### src/rtl/linear_proj_pkg.sv
// Shared geometry for the linear projection C write path: tile shape, BRAM word
// width and address sizing derived from the systolic array configuration.
package linear_proj_pkg;

  localparam int WIDTH_OUT     = 16;
  localparam int BLOCK_SIZE    = 2;
  localparam int CHUNK_SIZE    = 4;
  localparam int NUM_CORES_A   = 2;
  localparam int NUM_CORES_B   = 1;
  localparam int TOTAL_INPUT_W = 2;
  localparam int TOTAL_MODULES = 4;

  localparam int DEF_A_OUTER_DIMENSION = 8;
  localparam int DEF_B_OUTER_DIMENSION = 8;

  localparam int TILE_ROWS      = BLOCK_SIZE * NUM_CORES_A * TOTAL_INPUT_W;
  localparam int TILE_COLS      = BLOCK_SIZE * NUM_CORES_B * TOTAL_MODULES;
  localparam int TILE_W         = TILE_ROWS * TILE_COLS * WIDTH_OUT;
  localparam int DATA_WIDTH_C   = WIDTH_OUT * CHUNK_SIZE * NUM_CORES_A;
  localparam int BEATS_PER_TILE = TILE_W / DATA_WIDTH_C;

  // Number of tiles that make up one C matrix of the given outer dimensions.
  function automatic int calc_max_flag(input int a_dim, input int b_dim);
    return (a_dim / TILE_ROWS) * (b_dim / TILE_COLS);
  endfunction

  function automatic int calc_addr_width(input int max_flag);
    int w;
    w = $clog2(max_flag * BEATS_PER_TILE);
    return (w < 1) ? 1 : w;
  endfunction

  localparam int MAX_FLAG     = calc_max_flag(DEF_A_OUTER_DIMENSION, DEF_B_OUTER_DIMENSION);
  localparam int ADDR_WIDTH_C = calc_addr_width(MAX_FLAG);

  typedef enum logic [1:0] {C_IDLE, C_WAIT, C_WRITE, C_DONE} c_wr_state_t;

endpackage

### src/rtl/linear_proj_c_addr_gen.sv
// Beat and tile counters for the C writer; produces the registered BRAM word
// address and the last-beat / last-tile flags consumed by the writer FSM.
module linear_proj_c_addr_gen #(
  parameter int BEATS  = 8,
  parameter int TILES  = 1,
  parameter int ADDR_W = 3,
  parameter int BEAT_W = 3,
  parameter int TIDX_W = 1
) (
  input  logic              clk,
  input  logic              rst_n,
  input  logic              clear,
  input  logic              load,
  input  logic              step,
  output logic [BEAT_W-1:0] beat,
  output logic [ADDR_W-1:0] addr,
  output logic              last_beat,
  output logic              last_tile
);

  logic [TIDX_W-1:0] tile_idx;
  logic [ADDR_W-1:0] base;

  assign base      = ADDR_W'(int'(tile_idx) * BEATS);
  assign last_beat = (beat == BEAT_W'(BEATS - 1));
  assign last_tile = (tile_idx == TIDX_W'(TILES - 1));

  // tile_idx may reach TILES after the final tile; it only returns to 0 via clear.
  always_ff @(posedge clk or negedge rst_n) begin
    if (!rst_n) begin
      beat     <= '0;
      tile_idx <= '0;
      addr     <= '0;
    end else if (clear) begin
      beat     <= '0;
      tile_idx <= '0;
      addr     <= '0;
    end else if (load) begin
      beat <= '0;
      addr <= base;
    end else if (step) begin
      if (last_beat) begin
        beat     <= '0;
        tile_idx <= tile_idx + TIDX_W'(1);
      end else begin
        beat <= beat + BEAT_W'(1);
        addr <= addr + ADDR_W'(1);
      end
    end
  end

endmodule

### src/rtl/linear_proj_c_writer.sv
// Captures finished C tiles on a valid/ready handshake and streams them into
// the C BRAM one DATA_WIDTH_C word per cycle at linear addresses.
//
// state   | meaning
// C_IDLE  | after reset, waiting for start
// C_WAIT  | armed, in_ready high, waiting for a tile
// C_WRITE | streaming the captured tile, one beat per cycle
// C_DONE  | all tiles of the matrix written, done high until next start
module linear_proj_c_writer
  import linear_proj_pkg::*;
#(
  parameter int A_OUTER_DIMENSION = DEF_A_OUTER_DIMENSION,
  parameter int B_OUTER_DIMENSION = DEF_B_OUTER_DIMENSION,
  localparam int N_TILES = calc_max_flag(A_OUTER_DIMENSION, B_OUTER_DIMENSION),
  localparam int ADDR_W  = calc_addr_width(N_TILES)
) (
  input  logic                    clk,
  input  logic                    rst_n,
  input  logic                    start,
  input  logic                    in_valid,
  output logic                    in_ready,
  input  logic [TILE_W-1:0]       in_tile,
  output logic                    wr_en,
  output logic [ADDR_W-1:0]       wr_addr,
  output logic [DATA_WIDTH_C-1:0] wr_data,
  output logic                    busy,
  output logic                    done
);

  localparam int BEAT_W = (BEATS_PER_TILE > 1) ? $clog2(BEATS_PER_TILE) : 1;
  localparam int TIDX_W = $clog2(N_TILES + 1);

  c_wr_state_t state_q, state_d;

  logic [BEATS_PER_TILE-1:0][DATA_WIDTH_C-1:0] tile_q;
  logic [BEAT_W-1:0] beat, beat_nxt;
  logic              last_beat, last_tile;
  logic              hs, clear, step;

  // in_ready is high exactly in C_WAIT, so it doubles as the state qualifier here.
  assign hs       = in_valid && in_ready;
  assign clear    = start && ((state_q == C_IDLE) || (state_q == C_DONE));
  assign step     = (state_q == C_WRITE);
  assign beat_nxt = beat + BEAT_W'(1);

  linear_proj_c_addr_gen #(
    .BEATS (BEATS_PER_TILE),
    .TILES (N_TILES),
    .ADDR_W(ADDR_W),
    .BEAT_W(BEAT_W),
    .TIDX_W(TIDX_W)
  ) u_addr_gen (
    .clk      (clk),
    .rst_n    (rst_n),
    .clear    (clear),
    .load     (hs),
    .step     (step),
    .beat     (beat),
    .addr     (wr_addr),
    .last_beat(last_beat),
    .last_tile(last_tile)
  );

  always_comb begin
    state_d = state_q;
    case (state_q)
      C_IDLE:  if (start) state_d = C_WAIT;
      C_WAIT:  if (hs) state_d = C_WRITE;
      C_WRITE: if (last_beat) state_d = last_tile ? C_DONE : C_WAIT;
      C_DONE:  if (start) state_d = C_WAIT;
      default: state_d = C_IDLE;
    endcase
  end

  // Status and write strobes are registered from the next state so they line up
  // with the state they describe.
  always_ff @(posedge clk or negedge rst_n) begin
    if (!rst_n) begin
      state_q  <= C_IDLE;
      in_ready <= 1'b0;
      busy     <= 1'b0;
      done     <= 1'b0;
      wr_en    <= 1'b0;
      wr_data  <= '0;
      tile_q   <= '0;
    end else begin
      state_q  <= state_d;
      in_ready <= (state_d == C_WAIT);
      busy     <= (state_d == C_WAIT) || (state_d == C_WRITE);
      done     <= (state_d == C_DONE);
      wr_en    <= (state_d == C_WRITE);
      if (hs) begin
        tile_q  <= in_tile;
        wr_data <= in_tile[DATA_WIDTH_C-1:0];
      end else if ((state_q == C_WRITE) && !last_beat) begin
        wr_data <= tile_q[beat_nxt];
      end
    end
  end

endmodule
### config.mk
export PLATFORM = sky130hd
export DESIGN_NAME = linear_proj_c_writer
export DESIGN_NICKNAME = d
export VERILOG_FILES = /design/src/rtl/linear_proj_pkg.sv /design/src/rtl/linear_proj_c_addr_gen.sv /design/src/rtl/linear_proj_c_writer.sv
export SDC_FILE = /design/constraint.sdc
export NUM_CORES = 2
export LEC_CHECK = 0
export CAP_MARGIN = 20
export CORE_AREA = 2 2 449 451
export CTS_BUF_LIST = sky130_fd_sc_hd__clkbuf_8
export DETAILED_ROUTE_END_ITERATION = 12
export DIE_AREA = 0 0 451 453
export PLACE_DENSITY = 0.52
export SLEW_MARGIN = 10
export SYNTH_ARGS = -nofsm -noshare
export SYNTH_HDL_FRONTEND = slang
export SYNTH_SLANG_ARGS = --single-unit
### constraint.sdc
create_clock -name clk -period 2.3 [get_ports clk]
set_input_delay 0.46 -clock clk [delete_from_list [all_inputs] [get_ports clk]]
set_output_delay 0.46 -clock clk [all_outputs]
set_load 0.01 [all_outputs]
After elaboration in Yosys (flattened, before gate mapping)
Cells that the tools add are included.
Widths: inputs -> output; s select.
Cells by class
  bitwise gates (word level): 0
  multipliers: 0
  shift-type cells: 0
  eq/ne operators: 9
  muxes and demuxes: 21
  reduce and logical (&&, ||, !) cells: 14
  add/sub/neg operators: 3
  div/mod/pow operators: 0
  order comparisons: 1
Operators with widths (number)
  $bmux 128 s3: 1
  $mux 128: 3
  $mux 3: 8
  $eq 2x2->1 const B: 4
  $mux 2: 4
  $add 3x1->3 const B: 2
  $pmux 2 s3: 1
  $reduce_bool 2->1: 3
  $eq 2x1->1 const B: 2
  $lt 3x4->1 const B: 1
  $mux 1: 4
  $eq 3x3->1 const B: 1
  $logic_and 1x1->1: 3
  $ne 3x1->1 const B: 1
  $reduce_and 3->1: 1
  $reduce_bool 3->1: 1
  $logic_not 2->1: 1
  $logic_or 1x1->1: 2
  $ne 2x1->1 const B: 1
  $reduce_and 2->1: 1
  $reduce_or 2->1: 1
  $add 1x1->1 const B: 1
  $logic_not 1->1: 1
Word-level totals
  flip-flop bits (word level): 1165
  output and inout bits: 135
  bits in read-only memories: 0
  memory bits (writable): 0
  memories: 0
  bits of input ports: 1028
  bits in latches: 0

Longest topological paths before layout
  depth in word-level cells: 5
  gate-level depth with buffers: 9
  mapped depth without buffers: 7

Hierarchy
A second synthesis with hierarchy kept.
Second synthesis, totals
  cell total of the unflattened synthesis: 5457
  area total of the unflattened synthesis: 52265.1 um^2
By module, submodules not included
  linear_proj_c_writer: area each 51916.0 um^2, times used 1, cells each 5424
  linear_proj_c_addr_gen: area each 349.1 um^2, times used 1, cells each 33

Worst setup path after synthesis
No wires, ideal clock.
  path kind: register -> register
  start point: reg state_q[0]
  end point: reg busy
  path slack: 377 ps
  stages on the path, launching flop included: 10
  buffers on the path: 2
  library setup time: 113 ps
  arrival time: 1810 ps
  path through: dfrtp_1 > inv_1 > ha_1 > buf_2 > nor2b_1 > buf_2 > o21ai_0 > o211ai_1 > ha_1 > inv_1
On the way
  word-level cells in the longest chain between the ends: 5
RTL lines
  start, declared: RTL line linear_proj_c_writer.sv:33  | c_wr_state_t state_q, state_d;
  start signal, assigned: RTL line linear_proj_c_writer.sv:87  | state_q <= state_d;
  $eq 2x2->1 or $logic_not 2->1 (tied branches): RTL line linear_proj_c_writer.sv:66  | case (state_q)
  $reduce_or 2->1 (no source line)
  $pmux 2 s3 *: RTL line linear_proj_c_writer.sv:66
  $eq 2x1->1 or $eq 2x2->1 (tied branches): RTL line linear_proj_c_writer.sv:89  | busy <= (state_d == C_WAIT) || (state_d == C_WRITE);
  $logic_or 1x1->1 *: RTL line linear_proj_c_writer.sv:89
  end signal, assigned: RTL line linear_proj_c_writer.sv:89
  end, declared: RTL line linear_proj_c_writer.sv:26  | output logic busy,
Mark *: on every way between the ends. The rest lies on a longest branch, timed or not.
A chain may end at the register's enable or synchronous reset.

Final worst setup path
  start point: reg u_addr_gen.beat[0]
  end point: reg wr_data[33]
On the way
  word-level cells in the longest chain between the ends: 5
RTL lines
  start, declared: RTL line linear_proj_c_addr_gen.sv:15  | output logic [BEAT_W-1:0] beat,
  start signal, assigned: RTL line linear_proj_c_addr_gen.sv:46  | beat <= beat + BEAT_W'(1);
  $add 3x1->3: RTL line linear_proj_c_writer.sv:44  | assign beat_nxt = beat + BEAT_W'(1);
  $bmux 128 s3: RTL line linear_proj_c_writer.sv:96  | wr_data <= tile_q[beat_nxt];
  $mux 128 (implied by the code): RTL line linear_proj_c_writer.sv:96
  $mux 128: RTL line linear_proj_c_writer.sv:95  | end else if ((state_q == C_WRITE) && !last_beat) begin
  $mux 128: RTL line linear_proj_c_writer.sv:92  | if (hs) begin
  end signal, assigned: RTL line linear_proj_c_writer.sv:94  | wr_data <= in_tile[DATA_WIDTH_C-1:0];
  end signal, assigned: RTL line linear_proj_c_writer.sv:96
  end, declared: RTL line linear_proj_c_writer.sv:25  | output logic [DATA_WIDTH_C-1:0] wr_data,
Several ways; a longest one is shown, not always the timed one. The select of a mux whose other input is x is not followed.

==> run_results.csv <==
group,metric,value,unit
outcome,status,"finished, final reports clean",
clock_network,cts_max_level,4,
timing,drv_slew,0,
detailed_routing,vias,49000,
timing,rsz0062_at_grt,"yes",
floorplanning,die_w,451,um
floorplanning,die_h,453,um
critical_path,rrSetupSlack,100,ps
floorplanning,io_pins,1163,
detailed_routing,drc,0,
global_routing,gr-total-overflow,0,
timing,fmax,454,MHz
global_routing,grtUsageMet3,0.0523,
detailed_routing,drt_iter0_markers,3561,
synth,synth.area.mux_share,0.130,
critical_path,start_kind,"flip-flop",
clock_network,cts_inserted_buffers,211,
critical_path,worst-endpoint-required,3150,ps
timing,skew,54.5,ps
power,finalPower,96.0,mW
synth,synth_compound_area_frac,0.0299,
critical_path,cp_data_arrival_time,3050,ps
floorplanning,dieArea,204000,sq um
synth,synth_top_area_cell,"dfrtp_1",
critical_path,crit_start,"u_addr_gen.beat[0]",
synth,yosys_warnings,0,
synth,ys_seq_elements,1165,
global_routing,grt_pass1_vias,51000,
clock_network,cts_tree,"built",
synth,syn_inst,5848,
synth,syn-num-nets,6885,
floorplanning,rows,164,
critical_path,worstSetupEndpointType,"flip-flop",
detailed_routing,drtPass1Iterations,7,
hold_path,min-delay-start,"in_tile[643]",
timing,period_share,0.957,
clock_network,cts_sinks,1165,
synth,seq_area_frac_synth,0.536,
clock_network,clk_pin_slew,70,ps
cells_and_area,fillers,19700,
power,cellPowerDensity,1190,nW/um^2
synth,yosys.area.top_type_share,0.536,
floorplanning,start_util,0.273,
floorplanning,core,199000,sq um
cells_and_area,final_nets,8678,
clock_network,cts_root_buf,"clkbuf_8",
global_routing,antenna_found_initial,57,
detailed_routing,viasPerCell,4.67,
placed_design,io_buffers,1162,
flow_run,max-cap-violations,0,
global_routing,grt_util_met2,0.381,
critical_path,criticalPathCategory,"flip-flop to flip-flop",
cells_and_area,syn2layout_area_growth,48.5,%
detailed_routing,routedWlPerCell,22.9,um
synth,yosys.area_share.simple,0.260,
cells_and_area,drive_above_1_share,0.135,
synth,synthArstFlopShare,1.00,
synth,synthXorXnorAreaFrac,0.000322,
power,p_leak,38.3,nW
timing,setup_viol,0,
critical_path,rr_worst_depth,9,
timing,final-hold-violation-count,0,
timing,fin_crit,2200,ps
synth,syn_area,54400,sq um
timing,worstMarginPinSlew,657,ps
global_routing,grt_pass1_wl,349000,um
synth,synth_edf_count,0,
detailed_routing,ant_nets,0,
detailed_routing,finalWirelength,241000,um
clock_network,clockBufferDepth,3,
critical_path,timing.rr.start,"u_addr_gen.beat[0]",
critical_path,crit_fanout,11,
timing,slew_headroom,0.562,
global_routing,top_usage_layer,"met2",
synth,avgSynthCellArea,9.30,sq um
global_routing,met1_usage,0.287,
critical_path,r2r_end,"wr_data[33]",
clock_network,clk_latency,970,ps
hold_path,min_path_type,"primary input to flip-flop",
synth,synth_top_family_by_area,"simple AND/OR/NAND/NOR gates",
global_routing,grtUsageTotal,0.230,
synth,synth-main-ff-cell,"dfrtp_1",
synth,synth.distinct_cells,34,
cells_and_area,fin_util,0.405,
synth,ys_top_cells_by_area,"dfrtp_1 54%, nand2_1 22%, mux2_2 5.3%",
power,vdd_drop_max,0.581,mV
placed_design,gp_congestion,0.903,
placed_design,place_hpwl,177000,um
critical_path,endpoint,"wr_data[33]",
synth,synthAdderAreaFrac,0.00207,
global_routing,grt_max_degree,111,
## stage by stage
stage          cells  area [sq um]  setup slack [ps]  hold slack (ps)  TNS (ps)
3_3_place_gp    9493         70100             -14.7              398     -31.8
6_report       10500         80700              99.0              105         0
5_1_grt        10500         80700             -2.91             18.2     -6.69
2_1_floorplan   5848         54400               377              164         0
3_5_place_dp    9493         70100             -59.2              411      -285
4_1_cts        10500         80500             0.101            0.266         0
## registers in the layout (all words and copies together) (netlist names)
signal,flops
done,1
wr_data,128
u_addr_gen.addr,3
wr_en,1
u_addr_gen.tile_idx,1
tile_q,1024
in_ready,1
state_q,2
u_addr_gen.beat,3
busy,1
## cell usage after synthesis, drive strengths merged (2+ instances only)
| cell | n |
|---|---|
| nand2b | 2 |
| inv | 3 |
| nor2 | 5 |
| o21ai | 5 |
| buf | 276 |
| nand3 | 128 |
| a21oi | 3 |
| a41oi | 128 |
| mux2 | 257 |
| clkbuf | 131 |
| nand2 | 3256 |
| nor3 | 128 |
| dfrtp | 1165 |
| mux4 | 128 |
| ha | 9 |
| nor2b | 3 |
| mux2i | 130 |
| a21boi | 2 |
| nand3b | 79 |
| o211ai | 2 |
## placed cells by master (no fill, tap or decap), types with 4 or more instances in the layout
cell type	count
a41oi_1	73
a41oi_2	55
buf_12	98
buf_16	6
buf_2	8
buf_4	134
buf_6	10
bufbuf_16	4
bufinv_16	6
clkbuf_8	267
clkdlybuf4s15_1	11
clkdlybuf4s15_2	24
clkdlybuf4s50_1	1026
clkinv_2	13
clkinvlp_4	7
dfrtp_1	1151
dfrtp_2	13
diode_2	33
dlygate4sd2_1	91
dlygate4sd3_1	573
ha_1	7
inv_1	86
inv_8	6
mux2_2	257
mux2i_1	130
mux4_2	128
nand2_1	3255
nand3_1	128
nand3b_1	79
nor2_1	5
nor3_1	128
o21ai_0	5
## layout make-up
type                    count  area (sq um)  area share
multi-input cells        4273         23100       0.286
inverters                   3          11.3    0.000140
clock inverters           120           736     0.00912
diodes                     33          82.6     0.00102
well taps                2656          3320      0.0412
repair buffers           1987         20600       0.255
clock buffers             267          3670      0.0455
flip-flops and latches   1165         29200       0.361
## layer usage
layer	vias to the layer above	share of wire
met5	-	0.00071
met4	22	0.040
met3	408	0.063
met2	1618	0.49
met1	24300	0.41
li1	22600	-
## cell families after synthesis
family / after synthesis
mux: 515
flops: 1165
buf+inv: 410
fa+ha+maj: 9
simple gates: 3603
xor+xnor: 2
compound gates: 144
## timing repair
action,CTS,global route
hold endpoints to repair,1390,0
setup endpoints to repair,183,20
pin swaps,0,5
buffers inserted,7,4
hold buffers,574,0
gates cloned,7,0
resized for setup,251,14
## power by group
part / internal, mW / leakage [nW] / switching, mW
clock: 11.1 / 2.56 / 9.52
combinational: 18.1 / 21.4 / 21.5
sequential: 30.1 / 14.4 / 5.72
total: 59.3 / 38.3 / 36.7
## worst min-delay path by stage
stage	to	cells after the start	slack (ps)
final	tile_q[643]	3	110
after global routing	tile_q[614]	3	20
after CTS	tile_q[870]	3	0.3
after detailed placement	tile_q[201]	1	410
after global placement	tile_q[457]	1	400
after floorplan	busy	0	160
## critical path, cell delays in order, from the launching register on
cell,delay [ps]
dfrtp_4,490
ha_4,180
ha_4,230
buf_4,160
a21oi_4,190
buf_12,240
buf_12,130
buf_16,130
nand3_1,90
a41oi_2,230
Power figures use the tool's default switching activity.
